[src/rtl/seq_edge_8b_event_drain_if.sv]
// Event output handshake bundle.
//   out_val : an event index is being presented (producer -> consumer)
//   out_idx : bit index of the presented event  (producer -> consumer)
//   out_rdy : consumer accepts the presented event (consumer -> producer)
interface seq_edge_8b_event_drain_if;
  logic       out_val;
  logic       out_rdy;
  logic [2:0] out_idx;

  modport master (output out_val, output out_idx, input  out_rdy);
  modport slave  (input  out_val, input  out_idx, output out_rdy);
endinterface

[src/rtl/seq_edge_8b_event_drain.sv]
// Rising-edge event capture on 8 level inputs, queued in a per-bit pending
// register and drained one index at a time over a valid/ready handshake.
//   clk      : single clock, rising edge
//   reset    : asynchronous active-low reset
//   clear    : synchronous flush of pending/overflow/output
//   in_      : level inputs, each 0->1 transition is one event
//   overflow : sticky per-bit flag, an event was lost on that bit
//   out_if   : out_val / out_idx / out_rdy handshake (master side)
//
// state | meaning
// IDLE  | nothing presented, out_val = 0
// SEND  | out_idx presented, out_val = 1, held until out_rdy
module seq_edge_8b_event_drain (
  input  logic                             clk,
  input  logic                             reset,
  input  logic                             clear,
  input  logic [7:0]                       in_,
  output logic [7:0]                       overflow,
  seq_edge_8b_event_drain_if.master        out_if
);

  typedef enum logic {IDLE = 1'b0, SEND = 1'b1} state_t;

  state_t     state_q, state_d;
  logic [7:0] prev_q;
  logic [7:0] pending_q, pending_d;
  logic [7:0] overflow_q, overflow_d;
  logic [2:0] idx_q, idx_d;
  logic [7:0] edges;
  logic [7:0] remove;
  logic [2:0] sel;
  logic       have;
  logic       take;

  assign edges = in_ & ~prev_q;
  assign have  = |pending_q;

  // Lowest-numbered set pending bit; scanning downward lets the lowest win.
  always_comb begin
    sel = 3'd0;
    for (int i = 7; i >= 0; i--) begin
      if (pending_q[i]) sel = 3'(i);
    end
  end

  always_comb begin
    state_d    = state_q;
    idx_d      = idx_q;
    take       = 1'b0;
    remove     = 8'h00;

    case (state_q)
      IDLE: if (have) take = 1'b1;
      SEND: begin
        if (out_if.out_rdy) begin
          if (have) take = 1'b1;
          else      state_d = IDLE;
        end
      end
      default: state_d = IDLE;
    endcase

    if (take) begin
      state_d = SEND;
      idx_d   = sel;
      remove  = 8'h01 << sel;
    end

    // A new edge on the bit being removed re-arms it (not an overflow);
    // an edge on a bit that stays pending is a lost event.
    pending_d  = (pending_q & ~remove) | edges;
    overflow_d = overflow_q | (edges & pending_q & ~remove);

    if (clear) begin
      pending_d  = 8'h00;
      overflow_d = 8'h00;
      state_d    = IDLE;
      idx_d      = idx_q;
    end
  end

  always_ff @(posedge clk or negedge reset) begin
    if (!reset) begin
      state_q    <= IDLE;
      prev_q     <= 8'h00;
      pending_q  <= 8'h00;
      overflow_q <= 8'h00;
      idx_q      <= 3'd0;
    end else begin
      state_q    <= state_d;
      prev_q     <= in_;
      pending_q  <= pending_d;
      overflow_q <= overflow_d;
      idx_q      <= idx_d;
    end
  end

  assign out_if.out_val = (state_q == SEND);
  assign out_if.out_idx = idx_q;
  assign overflow       = overflow_q;

endmodule

[src/flat_wrapper.sv]
// flat-port wrapper written by rule: the top's interface ports become plain ports
module seq_edge_8b_event_drain_flat 
  (clk, reset, clear, in_, overflow, out_if_out_val, out_if_out_idx, out_if_out_rdy);
  seq_edge_8b_event_drain_if out_if_i ();
  input  logic clk;
  input  logic reset;
  input  logic clear;
  input  logic [7:0] in_;
  output logic [7:0] overflow;
  output wire logic [$bits(out_if_i.out_val)-1:0] out_if_out_val;
  output wire logic [$bits(out_if_i.out_idx)-1:0] out_if_out_idx;
  input wire logic [$bits(out_if_i.out_rdy)-1:0] out_if_out_rdy;
  assign out_if_out_val = out_if_i.out_val;
  assign out_if_out_idx = out_if_i.out_idx;
  assign out_if_i.out_rdy = out_if_out_rdy;
  seq_edge_8b_event_drain u_core (.clk(clk), .reset(reset), .clear(clear), .in_(in_), .overflow(overflow), .out_if(out_if_i));
endmodule
[config.mk]
export PLATFORM = sky130hd
export DESIGN_NAME = seq_edge_8b_event_drain_flat
export DESIGN_NICKNAME = d
export VERILOG_FILES = /design/src/rtl/seq_edge_8b_event_drain_if.sv /design/src/rtl/seq_edge_8b_event_drain.sv /design/src/flat_wrapper.sv
export SDC_FILE = /design/constraint.sdc
export NUM_CORES = 1
export LEC_CHECK = 0
export BUFFER_PORTS_ARGS = -buffer_cell sky130_fd_sc_hd__clkbuf_2
export CELL_PAD_IN_SITES_DETAIL_PLACEMENT = 0
export CELL_PAD_IN_SITES_GLOBAL_PLACEMENT = 2
export CORE_ASPECT_RATIO = 1.2
export CORE_MARGIN = 3
export CORE_UTILIZATION = 30
export CTS_CLUSTER_SIZE = 14
export DETAILED_ROUTE_END_ITERATION = 10
export PLACE_DENSITY = 0.69
export SLEW_MARGIN = 20
export SYNTH_ARGS = -nofsm -noshare
export SYNTH_HDL_FRONTEND = slang
export SYNTH_SLANG_ARGS = --single-unit
export TNS_END_PERCENT = 1
[constraint.sdc]
create_clock -name clk -period 1.55 [get_ports clk]
set_clock_uncertainty 0.05 [all_clocks]
set_input_delay 0.0775 -clock clk [delete_from_list [all_inputs] [get_ports clk]]
set_output_delay 0.0775 -clock clk [all_outputs]
set_load 0.1 [all_outputs]
-- Yosys cells after proc, flatten, opt, wreduce, memory -nomap -nowiden
Cells that the tools add are included.
- add/sub/neg operators: 0
- multiply operators: 0
- divide/modulo/power cells: 0
- order comparisons: 0
- equal/unequal tests: 0
- shift-type cells: 1
- mux-type cells: 18
- bitwise logic cells: 10
- reductions and logical operators: 2
- operators by type and width (cell ; number):
    AND 8 bit ; 4
    2-to-1 mux 3 bit ; 8
    2-to-1 mux 8 bit ; 3
    inverter 8 bit ; 2
    OR 8 bit ; 2
    OR reduction 8 bit ; 1
    << shifter 1 x 3 -> 8 bit, first input constant ; 1
    2-to-1 mux 1 bit ; 6
    inverter 1 bit ; 2
    one-hot mux 1 bit (2 select lines) ; 1
    AND reduction 2 bit ; 1
- bits in registers: 28
- latch bits: 0
- bits in writable memories: 0
- ROM bits: 0
- input port bits: 12
- output and inout port bits: 12
- logic and storage cells: 36
- memories kept: 0

-- Logic depth before layout (Yosys ltp)
Gate-level depths: netlist of run 1.
- word-level depth: 14
- gate-level depth with buffers: 5

-- Worst setup path before layout of run 1
Ideal clock, no wire load.
- kind: reg-to-reg
- start: register u_core.state_q (netlist: u_core.out_if.out_val)
- end: register u_core.idx_q[0] (netlist: u_core.out_if.out_idx[0])
- arrival: 1759 ps
- slack: -387 ps
- cell stages (with the launch flop): 5
- path buffers: 1
- period minus slack after synthesis: 1937 ps
- cell sequence: dfrtp_1 nor2b_1 clkbuf_1 a211oi_1 mux2_1
- longest elaborated chain between the ends: 3
- RTL lines (item ; line ; RTL):
    start: declaration ; seq_edge_8b_event_drain.sv:24 ; state_t state_q, state_d;
    start signal: assignment ; seq_edge_8b_event_drain.sv:90 ; state_q <= state_d;
    inverter 1 bit ; seq_edge_8b_event_drain.sv:52 ; case (state_q)
    one-hot mux 1 bit (2 select lines) * ; seq_edge_8b_event_drain.sv:52 ;
    AND reduction 2 bit (no source line) * ; n/a ;
    end signal: assignment ; seq_edge_8b_event_drain.sv:94 ; idx_q <= idx_d;
    end: declaration ; seq_edge_8b_event_drain.sv:28 ; logic [2:0] idx_q, idx_d;
Mark *: on every way between the ends. The rest lies on a longest branch, timed or not.
A chain may end at the register's enable or synchronous reset.

-- Worst setup path after layout of run 1
- start: register u_core.pending_q[0]
- end: register u_core.overflow_q[6] (netlist: u_core.overflow[6])
- longest elaborated chain between the ends: 9
- RTL lines (item ; line ; RTL):
    start: declaration ; seq_edge_8b_event_drain.sv:26 ; logic [7:0] pending_q, pending_d;
    start signal: assignment ; seq_edge_8b_event_drain.sv:92 ; pending_q <= pending_d;
    OR reduction 8 bit ; seq_edge_8b_event_drain.sv:36 ; assign have = |pending_q;
    2-to-1 mux 1 bit ; seq_edge_8b_event_drain.sv:53, seq_edge_8b_event_drain.sv:56 ;
    2-to-1 mux 1 bit ; seq_edge_8b_event_drain.sv:55 ; if (out_if.out_rdy) begin
    one-hot mux 1 bit (2 select lines) ; seq_edge_8b_event_drain.sv:52 ;
    2-to-1 mux 8 bit * ; seq_edge_8b_event_drain.sv:63 ; if (take) begin
    inverter 8 bit * ; seq_edge_8b_event_drain.sv:72 ; overflow_d = overflow_q | (edges & pending_q & ~remove);
    AND 8 bit * ; seq_edge_8b_event_drain.sv:72 ;
    OR 8 bit * ; seq_edge_8b_event_drain.sv:72 ;
    2-to-1 mux 8 bit * ; seq_edge_8b_event_drain.sv:74 ; if (clear) begin
    via u_core.overflow_d[6] ; seq_edge_8b_event_drain.sv:27 ; logic [7:0] overflow_q, overflow_d;
    end signal: assignment ; seq_edge_8b_event_drain.sv:93 ; overflow_q <= overflow_d;
    end: declaration ; seq_edge_8b_event_drain.sv:27 ;
The timed path passes the listed nets; every way through them passes the cells marked *.

==> results of run 1 <==
cell usage after synthesis:
cell type / count / share of area, %
sky130_fd_sc_hd__nor4_4: 1 / 1.8
sky130_fd_sc_hd__mux2_1: 2 / 2.0
sky130_fd_sc_hd__dfrtp_1: 28 / 61
sky130_fd_sc_hd__o21ba_2: 1 / 0.87
sky130_fd_sc_hd__a221o_1: 1 / 0.87
sky130_fd_sc_hd__o21ai_0: 5 / 2.2
sky130_fd_sc_hd__a221oi_2: 1 / 1.3
sky130_fd_sc_hd__nor4_1: 1 / 0.54
sky130_fd_sc_hd__o21a_1: 1 / 0.65
sky130_fd_sc_hd__a211oi_1: 2 / 1.3
sky130_fd_sc_hd__nor2_1: 8 / 2.6
sky130_fd_sc_hd__o41ai_1: 1 / 0.76
sky130_fd_sc_hd__a31oi_1: 3 / 1.6
sky130_fd_sc_hd__nor2b_1: 1 / 0.54
sky130_fd_sc_hd__o32a_1: 1 / 0.87
sky130_fd_sc_hd__inv_1: 12 / 3.9
sky130_fd_sc_hd__nand2b_1: 5 / 2.7
sky130_fd_sc_hd__o2111ai_2: 1 / 1.3
sky130_fd_sc_hd__nor3_1: 1 / 0.43
sky130_fd_sc_hd__o31a_1: 1 / 0.76
sky130_fd_sc_hd__buf_1: 1 / 0.33
sky130_fd_sc_hd__clkbuf_1: 2 / 0.65
sky130_fd_sc_hd__o2111ai_1: 4 / 3.0
sky130_fd_sc_hd__a21oi_1: 13 / 5.6
sky130_fd_sc_hd__nand2_1: 6 / 2.0
sky130_fd_sc_hd__o31ai_1: 1 / 0.65
final cells by class:
type                       count  area (um^2)
fill                         381         2100
sequential                    28          704
multi-input combinational     61          415
timing repair buffer          43          288
tap                           52         65.1
clock buffer                   4         45.0
inverter                      12         45.0
metal layers:
| layer | vias up | global-route usage [%] | routed length [um] |
|---|---|---|---|
| met2 | 19 | 18.0 | 1110 |
| met5 | - | 0 | 0 |
| li1 | 457 | - | - |
| met3 | 4 | 1.96 | 69 |
| met1 | 421 | 15.9 | 1190 |
| met4 | 0 | 5.88 | 36 |
stage by stage:
step | cell area [um^2] | instances | hold slack, ns
after floorplan | 1160 | 104 | -0.268
after global placement | 1410 | 187 | -0.0181
after detailed placement | 1410 | 187 | -0.0129
after CTS | 1550 | 200 | 0.101
after global routing | 1560 | 200 | 0.119
final | 1560 | 200 | 0.108
state kept, by name, indices dropped and copies added, names as in the netlist:
signal,count
u_core.overflow,8
u_core.pending_q,8
u_core.prev_q,8
u_core.out_if.out_idx,3
u_core.out_if.out_val,1
logic make-up after synthesis:
logic type,Yosys count
buffers and inverters,15
and+or+nand+nor,23
AOI/OAI and AO/OA,36
muxes,2
DFF,28
tightest hold or removal path: stages:
cell                       delay [ns]
sky130_fd_sc_hd__clkbuf_2        0.11
sky130_fd_sc_hd__nor3_1          0.06
sky130_fd_sc_hd__o32a_1          0.15
final timing paths:
path	startpoint	to	slack [ns]	depth (start not counted)
hold / removal	clear	u_core.out_if.out_idx[2]	0.11	3
setup / recovery	u_core.pending_q[0]	u_core.overflow[6]	0.02	4
hold reg to reg	u_core.out_if.out_idx[0]	u_core.out_if.out_idx[0]	0.45	1
setup reg to reg	u_core.pending_q[0]	u_core.overflow[6]	0.02	4
max in group asynchronous	reset	u_core.overflow[1]	0.72	3
min in group asynchronous	reset	u_core.prev_q[7]	0.21	2
timing repair:
item / CTS / global route
pin swaps: 3 / 2
endpoints found under the setup margin: 3 / 12
gates resized for setup: 1 / 3
hold endpoints to repair: 27 / 0
hold buffers: 9 / 0
power by group through the flow:
stage | registers (uW) | clock network, uW | logic, uW
detailed placement | 833 | 0 | 465
global placement | 831 | 0 | 463
finish | 818 | 410 | 485
CTS | 819 | 427 | 485
floorplan | 1060 | 0 | 114
global route | 828 | 460 | 518
==> results.md, run 1 <==
- Crit path required time: 1.67 ns
- Headroom to the max-slew limit: 63.7%
- Number of global-route vias before repair: 858
- Instance count of the mapped netlist: 104
- Number of buffers and inverters on the critical path: 0
- Area share of fa/ha/maj cells after synthesis: 0%
- Syn nets: 116
- Die Wd: 62.6 um
- Worst endpoint data arrival time: 1.64 ns
- Proportion of layout cells with a drive suffix above 1: 31.1%
- Count of distinct cell types in the synthesized netlist: 26
- Number of clock sinks: 28
- Combinational family with the most area after synthesis: compound AO/OA/AOI/OAI gates
- Maximum clock frequency: 655 MHz
- Worst-Skew Late Latency: 0.27 ns
- Final slew viol count: 0
- Floorplan die area: 4630 um^2
- ANT cells: 0
- Setup repair after global routing missed its margin: yes
- Buffer count from post-CTS setup fixing: 0
- Synthesis-to-finish area growth: 35.5%
- Simple-gate share of the synthesized area: 10.6%
- Count of nets after finishing: 161
- Worst slew pin tran: 0.547 ns
- Area fraction in compound gates after synthesis: 21.8%
- Leakage power total: 0.000719 uW
- Wire per inst: 12.0 um
- Average cell area after synthesis: 11.1 um^2
- Post-detailed-route DRC marker count: 0
- Maximum net fanout on the critical path: 4
- Run status: finished, final reports clean
- Via density per instance: 4.51
- Floorplan Core Area: 3660 um^2
- Share of the yosys chip area belonging to registers: 60.7%
- Relative contribution of sequential cells to total power: 47.8%
- Switching power share of the total: 35.8%
- Detailed-routing iteration count for the pre-antenna-repair pass: 4
- Period minus WS final: 1.53 ns
- Final core occ: 42.7%
- Critical Path End Type: flop
- Worst min-delay path category: in2reg
- Post-DP HPWL: 1.77 mm
- Detailed-route wire length: 2.41 mm
- Port buffer count: 23
- Cell family contributing the most delay on the critical path: compound AO/OA/AOI/OAI gates
- Type of the worst setup path: reg2reg
- Clock tree from TritonCTS: yes
- RD Place Congestion: 0.712
- Count of standard-cell rows: 24
- Initial antenna violation count: 0
- Commonest non-fill, non-tap cell in the layout: sky130_fd_sc_hd__dfrtp_1
- Combinational fraction of design power: 28.3%
- Maximum clock path buffer count: 2
- Worst IR Drop VDD: 0.407 mV
- Post-DRT Antenna Nets: 0
- Setup TNS: 0 ns
- CTS root buf: sky130_fd_sc_hd__clkbuf_8
- Max Cap Violations: 0
- Portion of total power attributed to the clock network: 23.9%
- Switch Pwr: 614 uW
- Final Hold Violating Endpoints: 0
- Min setup slack post-route: 0.0227 ns
- Total vias in the final route: 901
- Post-synthesis share of cell area spent on xor and xnor gates: 0%
- Global-route usage over all layers: 11.6%
- Die Height: 73.9 um
- DRC violation total after the first TritonRoute iteration: 21
- Io pins: 24
- Fin crit share: 98.5%
- Global-route wire length before repair: 4.23 mm
- Clock-pin slew reported for the worst setup and hold paths after clock tree synthesis: 0.10 ns
- Number of buffers created by CTS: 3
- Count of state elements after synthesis: 28
- Pre-CTS setup slack: -0.00171 ns
- Power consumption: 1710 uW
- P per Cell Area: 1100 nW/um^2
- Initial cell density of the core: 31.5%
- Multiplexer share of the synthesized area: 1.95%
- Commonest cells after routing, fill and taps aside: sky130_fd_sc_hd__dfrtp_1, sky130_fd_sc_hd__clkbuf_2, sky130_fd_sc_hd__inv_1, sky130_fd_sc_hd__a21oi_1, sky130_fd_sc_hd__buf_4
- Mapped cell area: 1150 um^2
- CP max stage cell: sky130_fd_sc_hd__dfrtp_1
- Largest net degree at the start of global routing: 20
- Maximum level of the CTS H-tree: 1
- CP Cell Sequence: nor4_4 > o2111ai_2 > o2111ai_1 > a21oi_1
- Number of failing setup endpoints in the final timing report: 0
- P_int: 1100 uW
- Category of the worst setup path launch point: flop
- Warning count from the yosys run: 0
- Stage delay of the slowest cell on the critical path: 0.42 ns
- Overflow left after global routing: 0
(Power assumes the default switching activity.)
==> run 2: changes to the inputs <==
--- a/config.mk
+++ b/config.mk
@@ -8,7 +8,7 @@
 export BUFFER_PORTS_ARGS = -buffer_cell sky130_fd_sc_hd__clkbuf_2
 export CELL_PAD_IN_SITES_DETAIL_PLACEMENT = 0
 export CELL_PAD_IN_SITES_GLOBAL_PLACEMENT = 2
-export CORE_ASPECT_RATIO = 1.2
+export CORE_ASPECT_RATIO = 0.5
 export CORE_MARGIN = 3
 export CORE_UTILIZATION = 30
 export CTS_CLUSTER_SIZE = 14
==> results.md, run 2 (synthesis gave the netlist of run 1 again) <==
- Run status: finished, final reports clean
- Cell area after layout: 1660 um^2
- Commonest non-fill, non-tap cell in the layout: sky130_fd_sc_hd__dfrtp_1
- Number of buffers created by CTS: 3
- Power consumption: 1920 uW
- Max Cap Violations: 0
- Post-detailed-route DRC marker count: 0
- RD Place Congestion: 0.704
- ANT cells: 0
- Switch Pwr: 639 uW
- Count of nets after finishing: 164
- Wire per inst: 12.5 um
- Number of failing setup endpoints in the final timing report: 0
- Via density per instance: 4.50
- Post-DP HPWL: 1.78 mm
- Detailed-route wire length: 2.53 mm
- Maximum clock path buffer count: 2
- Commonest cells after routing, fill and taps aside: sky130_fd_sc_hd__dfrtp_1, sky130_fd_sc_hd__clkbuf_2, sky130_fd_sc_hd__a21oi_1, sky130_fd_sc_hd__buf_4, sky130_fd_sc_hd__inv_1
- Maximum net fanout on the critical path: 5
- Die Height: 49.9 um
- Overflow left after global routing: 0
- Floorplan Core Area: 3570 um^2
- Combinational fraction of design power: 27.1%
- Die Wd: 93.7 um
- Synthesis-to-finish area growth: 44.0%
- Detailed-routing iteration count for the pre-antenna-repair pass: 4
- Worst endpoint data arrival time: 1.61 ns
- Final slew viol count: 0
- Post-DRT Antenna Nets: 0
- Clock tree from TritonCTS: yes
- CP max stage cell: sky130_fd_sc_hd__dfrtp_1
- Global-route wire length before repair: 4.26 mm
- Worst-Skew Late Latency: 0.27 ns
- Critical Path End Type: flop
- Count of standard-cell rows: 15
- Global-route usage over all layers: 11.9%
- P per Cell Area: 1150 nW/um^2
- Relative contribution of sequential cells to total power: 42.7%
- Worst slew pin tran: 0.545 ns
- Fin crit share: 96.4%
- Number of global-route vias before repair: 843
- Leakage power total: 0.000754 uW
- Stage delay of the slowest cell on the critical path: 0.40 ns
- Largest net degree at the start of global routing: 18
- Maximum clock frequency: 669 MHz
- Total vias in the final route: 909
- Period minus WS final: 1.49 ns
- DRC violation total after the first TritonRoute iteration: 36
- CP Cell Sequence: buf_6 > nor2_4 > a221o_1 > a21oi_1 > mux2_1
- Io pins: 24
- Setup repair after global routing missed its margin: yes
- Final core occ: 46.6%
- Switching power share of the total: 33.3%
- Final Hold Violating Endpoints: 0
- Type of the worst setup path: reg2reg
- Category of the worst setup path launch point: flop
- Port buffer count: 23
- Proportion of layout cells with a drive suffix above 1: 37.1%
- Clock-pin slew reported for the worst setup and hold paths after clock tree synthesis: 0.10 ns
- Worst IR Drop VDD: 0.408 mV
- Portion of total power attributed to the clock network: 30.2%
- Headroom to the max-slew limit: 63.8%
- Crit path required time: 1.66 ns
- Initial cell density of the core: 32.4%
- Initial antenna violation count: 0
- CTS root buf: sky130_fd_sc_hd__clkbuf_8
- Maximum level of the CTS H-tree: 1
- Floorplan die area: 4670 um^2
- P_int: 1280 uW
- Placed Instance Area: 1420 um^2
- Worst min-delay path category: in2reg
- Number of clock sinks: 28
- Worst hold margin: 0.0751 ns
[run 2: layout make-up]
type	count	area [um^2]
sequential	28	707
clock inverter	1	30.0
inverter	12	45.0
timing repair buffer	46	314
tap	51	63.8
clock buffer	3	41.3
fill	348	1900
multi-input combinational	61	460
[run 2: routing by layer]
| layer | GRT usage (%) | vias to the layer above | wire [um] | share of wire (%) |
|---|---|---|---|---|
| met5 | 0 | - | 0 | 0 |
| met4 | 1.44 | 0 | 13 | 0.51 |
| met3 | 4.12 | 2 | 82 | 3.2 |
| met2 | 15.7 | 14 | 1040 | 41 |
| met1 | 18.7 | 428 | 1390 | 55 |
| li1 | - | 465 | - | - |
[run 2: repair_timing]
| action | in CTS | in global routing |
|---|---|---|
| setup endpoints to repair | 1 | 7 |
| buffers inserted | 0 | 2 |
| pin swaps | 1 | 6 |
| gates resized for setup | 1 | 12 |
| hold buffers | 9 | 0 |
| endpoints found under the hold margin | 27 | 0 |
[run 2: worst paths after layout]
kind	start	end	slack (ns)	cells after the start
setup / recovery	u_core.pending_q[3]	u_core.out_if.out_idx[0]	0.06	5
hold / removal	clear	u_core.pending_q[4]	0.08	2
max in group asynchronous	reset	u_core.pending_q[3]	0.70	3
min in group asynchronous	reset	u_core.prev_q[7]	0.21	2
hold reg to reg	u_core.overflow[3]	u_core.overflow[3]	0.44	2
setup reg to reg	u_core.pending_q[3]	u_core.out_if.out_idx[0]	0.06	5
[run 2: power by group through the flow]
stage / combinational (uW) / sequential, uW / clock [uW]
floorplan: 114 / 1060 / 0
global placement: 473 / 830 / 0
detailed placement: 472 / 831 / 0
CTS: 492 / 817 / 596
global route: 555 / 828 / 626
finish: 520 / 820 / 579
[run 2: worst max-delay path, delay by kind of cell, from the launching register on]
family	cells	cell delay (ns)
flip-flops	1	0.40
AO/OA/AOI/OAI	2	0.40
multiplexers	1	0.29
buffers and inverters	1	0.14
AND/OR/NAND/NOR	1	0.11
[run 2: metrics by stage]
stage          setup TNS (ns)  instances  setup WS (ns)
3_5_place_dp                0        187        0.00392
3_3_place_gp         -0.00367        187       -0.00367
5_1_grt               -0.0210        202       -0.00952
2_1_floorplan          -0.198        104        -0.0864
4_1_cts                     0        200         0.0260
6_report                    0        202         0.0563
==> run 3: changes to the inputs <==
--- a/config.mk
+++ b/config.mk
@@ -10,10 +10,10 @@
 export CELL_PAD_IN_SITES_GLOBAL_PLACEMENT = 2
 export CORE_ASPECT_RATIO = 0.5
 export CORE_MARGIN = 3
-export CORE_UTILIZATION = 30
+export CORE_UTILIZATION = 36
 export CTS_CLUSTER_SIZE = 14
 export DETAILED_ROUTE_END_ITERATION = 10
-export PLACE_DENSITY = 0.69
+export PLACE_DENSITY = 0.78
 export SLEW_MARGIN = 20
 export SYNTH_ARGS = -nofsm -noshare
 export SYNTH_HDL_FRONTEND = slang
==> constraint.sdc (replaced) <==
create_clock -name clk -period 1.9 [get_ports clk]
set_clock_uncertainty 0.05 [all_clocks]
set_input_delay 0.285 -clock clk [delete_from_list [all_inputs] [get_ports clk]]
set_output_delay 0.285 -clock clk [all_outputs]
set_load 0.1 [all_outputs]
==> results.md, run 3 (synthesis gave the netlist of run 1 again) <==
- Stage delay of the slowest cell on the critical path: 0.45 ns
- Synthesis-to-finish area growth: 17.7%
- Leakage power total: 0.000626 uW
- GR met3 Demand/Resource: 4.87%
- Maximum clock path buffer count: 2
- Multi-input combinational cell area: 397 um^2
- Worst-Skew Late Latency: 0.27 ns
- Reg2Reg Setup Slack: 0.29 ns
- Setup repair after global routing missed its margin: no
- Placed Instance Area: 1310 um^2
- Worst slew pin tran: 0.687 ns
- Total vias in the final route: 816
- ANT cells: 0
- Count of nets after finishing: 142
- Detailed-route wire length: 2.13 mm
- Pre-CTS setup slack: 0.316 ns
- Max Cap Violations: 0
- Crit. Startpoint: u_core.pending_q[7]
- CTS root buf: sky130_fd_sc_hd__clkbuf_8
- Critical Path Sink: u_core.out_if.out_idx[1]
- Worst endpoint data arrival time: 1.71 ns
- Setup TNS: 0 ns
- Global-route wire length before repair: 3.83 mm
- DRC violation total after the first TritonRoute iteration: 32
- Violated checks: negative hold slack
- Maximum clock frequency: 623 MHz
- Cell area after layout: 1360 um^2
- Post-DRT Antenna Nets: 0
- Final slew viol count: 0
- Global-route usage over all layers: 12.6%
- P per Cell Area: 988 nW/um^2
- Die Height: 46.0 um
- Type of the worst setup path: reg2reg
- Number of clock sinks: 28
- RD Place Congestion: 0.705
- Headroom to the max-slew limit: 54.2%
- Commonest cells after routing, fill and taps aside: sky130_fd_sc_hd__dfrtp_1, sky130_fd_sc_hd__clkbuf_2, sky130_fd_sc_hd__a21oi_1
- Clock-pin slew reported for the worst setup and hold paths after clock tree synthesis: 0.09 ns
- Crit. path cell count: 3
- Category of the worst setup path launch point: flop
- Detailed-routing iteration count for the pre-antenna-repair pass: 4
- Final core occ: 48.2%
- Port buffer count: 23
- Critical Path End Type: flop
- Worst hold margin: -0.00851 ns
- CP max stage cell: sky130_fd_sc_hd__dfrtp_1
- Worst IR Drop VDD: 0.486 mV
- Io pins: 24
- Clock tree from TritonCTS: yes
- Period minus WS final: 1.61 ns
- Number of global-route vias before repair: 796
- Worst min-delay path category: in2async
- Die Wd: 86.1 um
- Run status: complete, but fails checks
- Worst R2R Path Depth: 3
- Overflow left after global routing: 0
- Cell family contributing the most delay on the critical path: flip-flops
- Commonest non-fill, non-tap cell in the layout: sky130_fd_sc_hd__dfrtp_1
- Number of buffers and inverters on the critical path: 0
- Min setup slack post-route: 0.294 ns
- # hold bufs at CTS: 0
- Floorplan die area: 3960 um^2
- Number of gates resized after CTS: 0
- Floorplan Core Area: 2810 um^2
- Capture instance of the worst register-to-register path: u_core.out_if.out_idx[1]
- Maximum level of the CTS H-tree: 1
- Fin crit share: 84.5%
- Via density per instance: 4.92
- FF-to-FF Start: u_core.pending_q[7]
- Count of standard-cell rows: 13
- Initial antenna violation count: 0
- Proportion of layout cells with a drive suffix above 1: 24.8%
- Met1 routing resource usage after global routing: 18.6%
- Count of filler cells inserted in the layout: 281
- Final Hold Violating Endpoints: 27
- Footprint of the flip-flops and latches: 702 um^2
- Maximum net fanout on the critical path: 6
- Post-DP HPWL: 1.54 mm
- Met2 routing resource usage after global routing: 18.1%
- Largest net degree at the start of global routing: 29
- Buffer count from post-CTS setup fixing: 0
- Wire per inst: 12.9 um
- Most Crowded Layer GR: met1
- Crit path required time: 2.01 ns
- Number of buffers created by CTS: 3
- CP Cell Sequence: nor4_1 > a211oi_1 > mux2_1
- Number of failing setup endpoints in the final timing report: 0
- Post-detailed-route DRC marker count: 0
- Initial cell density of the core: 41.0%
## run 3: cell types whose count changed in the layout (fill, tap and decap cells not counted), moves of 2 or more
cell / delta
sky130_fd_sc_hd__buf_4: -12
sky130_fd_sc_hd__dlygate4sd3_1: -9
sky130_fd_sc_hd__dfrtp_1: +2
sky130_fd_sc_hd__o2111ai_1: +2
## run 3: stage by stage
step | total power, uW | instances
3_3_place_gp | 1030 | 162
6_report | 1340 | 166
5_1_grt | 1410 | 166
3_5_place_dp | 1030 | 162
2_1_floorplan | 952 | 104
4_1_cts | 1360 | 166
## run 3: report_power, final
part           internal (uW)  switching [uW]
combinational           72.4             272
sequential               639            33.0
clock                    150             175
## run 3: worst reg2reg max path: stages, from the launching register on
cell,delay (ns)
sky130_fd_sc_hd__dfrtp_1,0.45
sky130_fd_sc_hd__nor4_1,0.45
sky130_fd_sc_hd__a211oi_1,0.20
sky130_fd_sc_hd__mux2_1,0.34
## run 3: cell type report
class                           instances  share of cell area (%)
Inverter                               12                    3.32
Multi-Input combinational cell         61                    29.2
Timing Repair Buffer                   24                    9.03
Clock buffer                            4                    3.32
Sequential cell                        28                    51.7
Tap cell                               37                    3.41
## run 3: how the worst min path moves through the flow
stage           from                        to  slack (ns)  depth (start not counted)
2_1_floorplan  reset  u_core.out_if.out_idx[0]       -0.06                          0
3_3_place_gp   reset        u_core.overflow[1]        0.32                          1
3_5_place_dp   reset        u_core.overflow[1]        0.32                          1
4_1_cts        reset       u_core.pending_q[5]        0.02                          1
5_1_grt        reset  u_core.out_if.out_idx[0]        0.05                          1
6_report       reset        u_core.overflow[1]      -0.009                          1
## run 3: metal layers
layer  vias up  share of wire (%)
met2        13                 39
met1       380                 56
met5         -                  0
met4         0                  0
li1        423                  -
met3         0                4.8
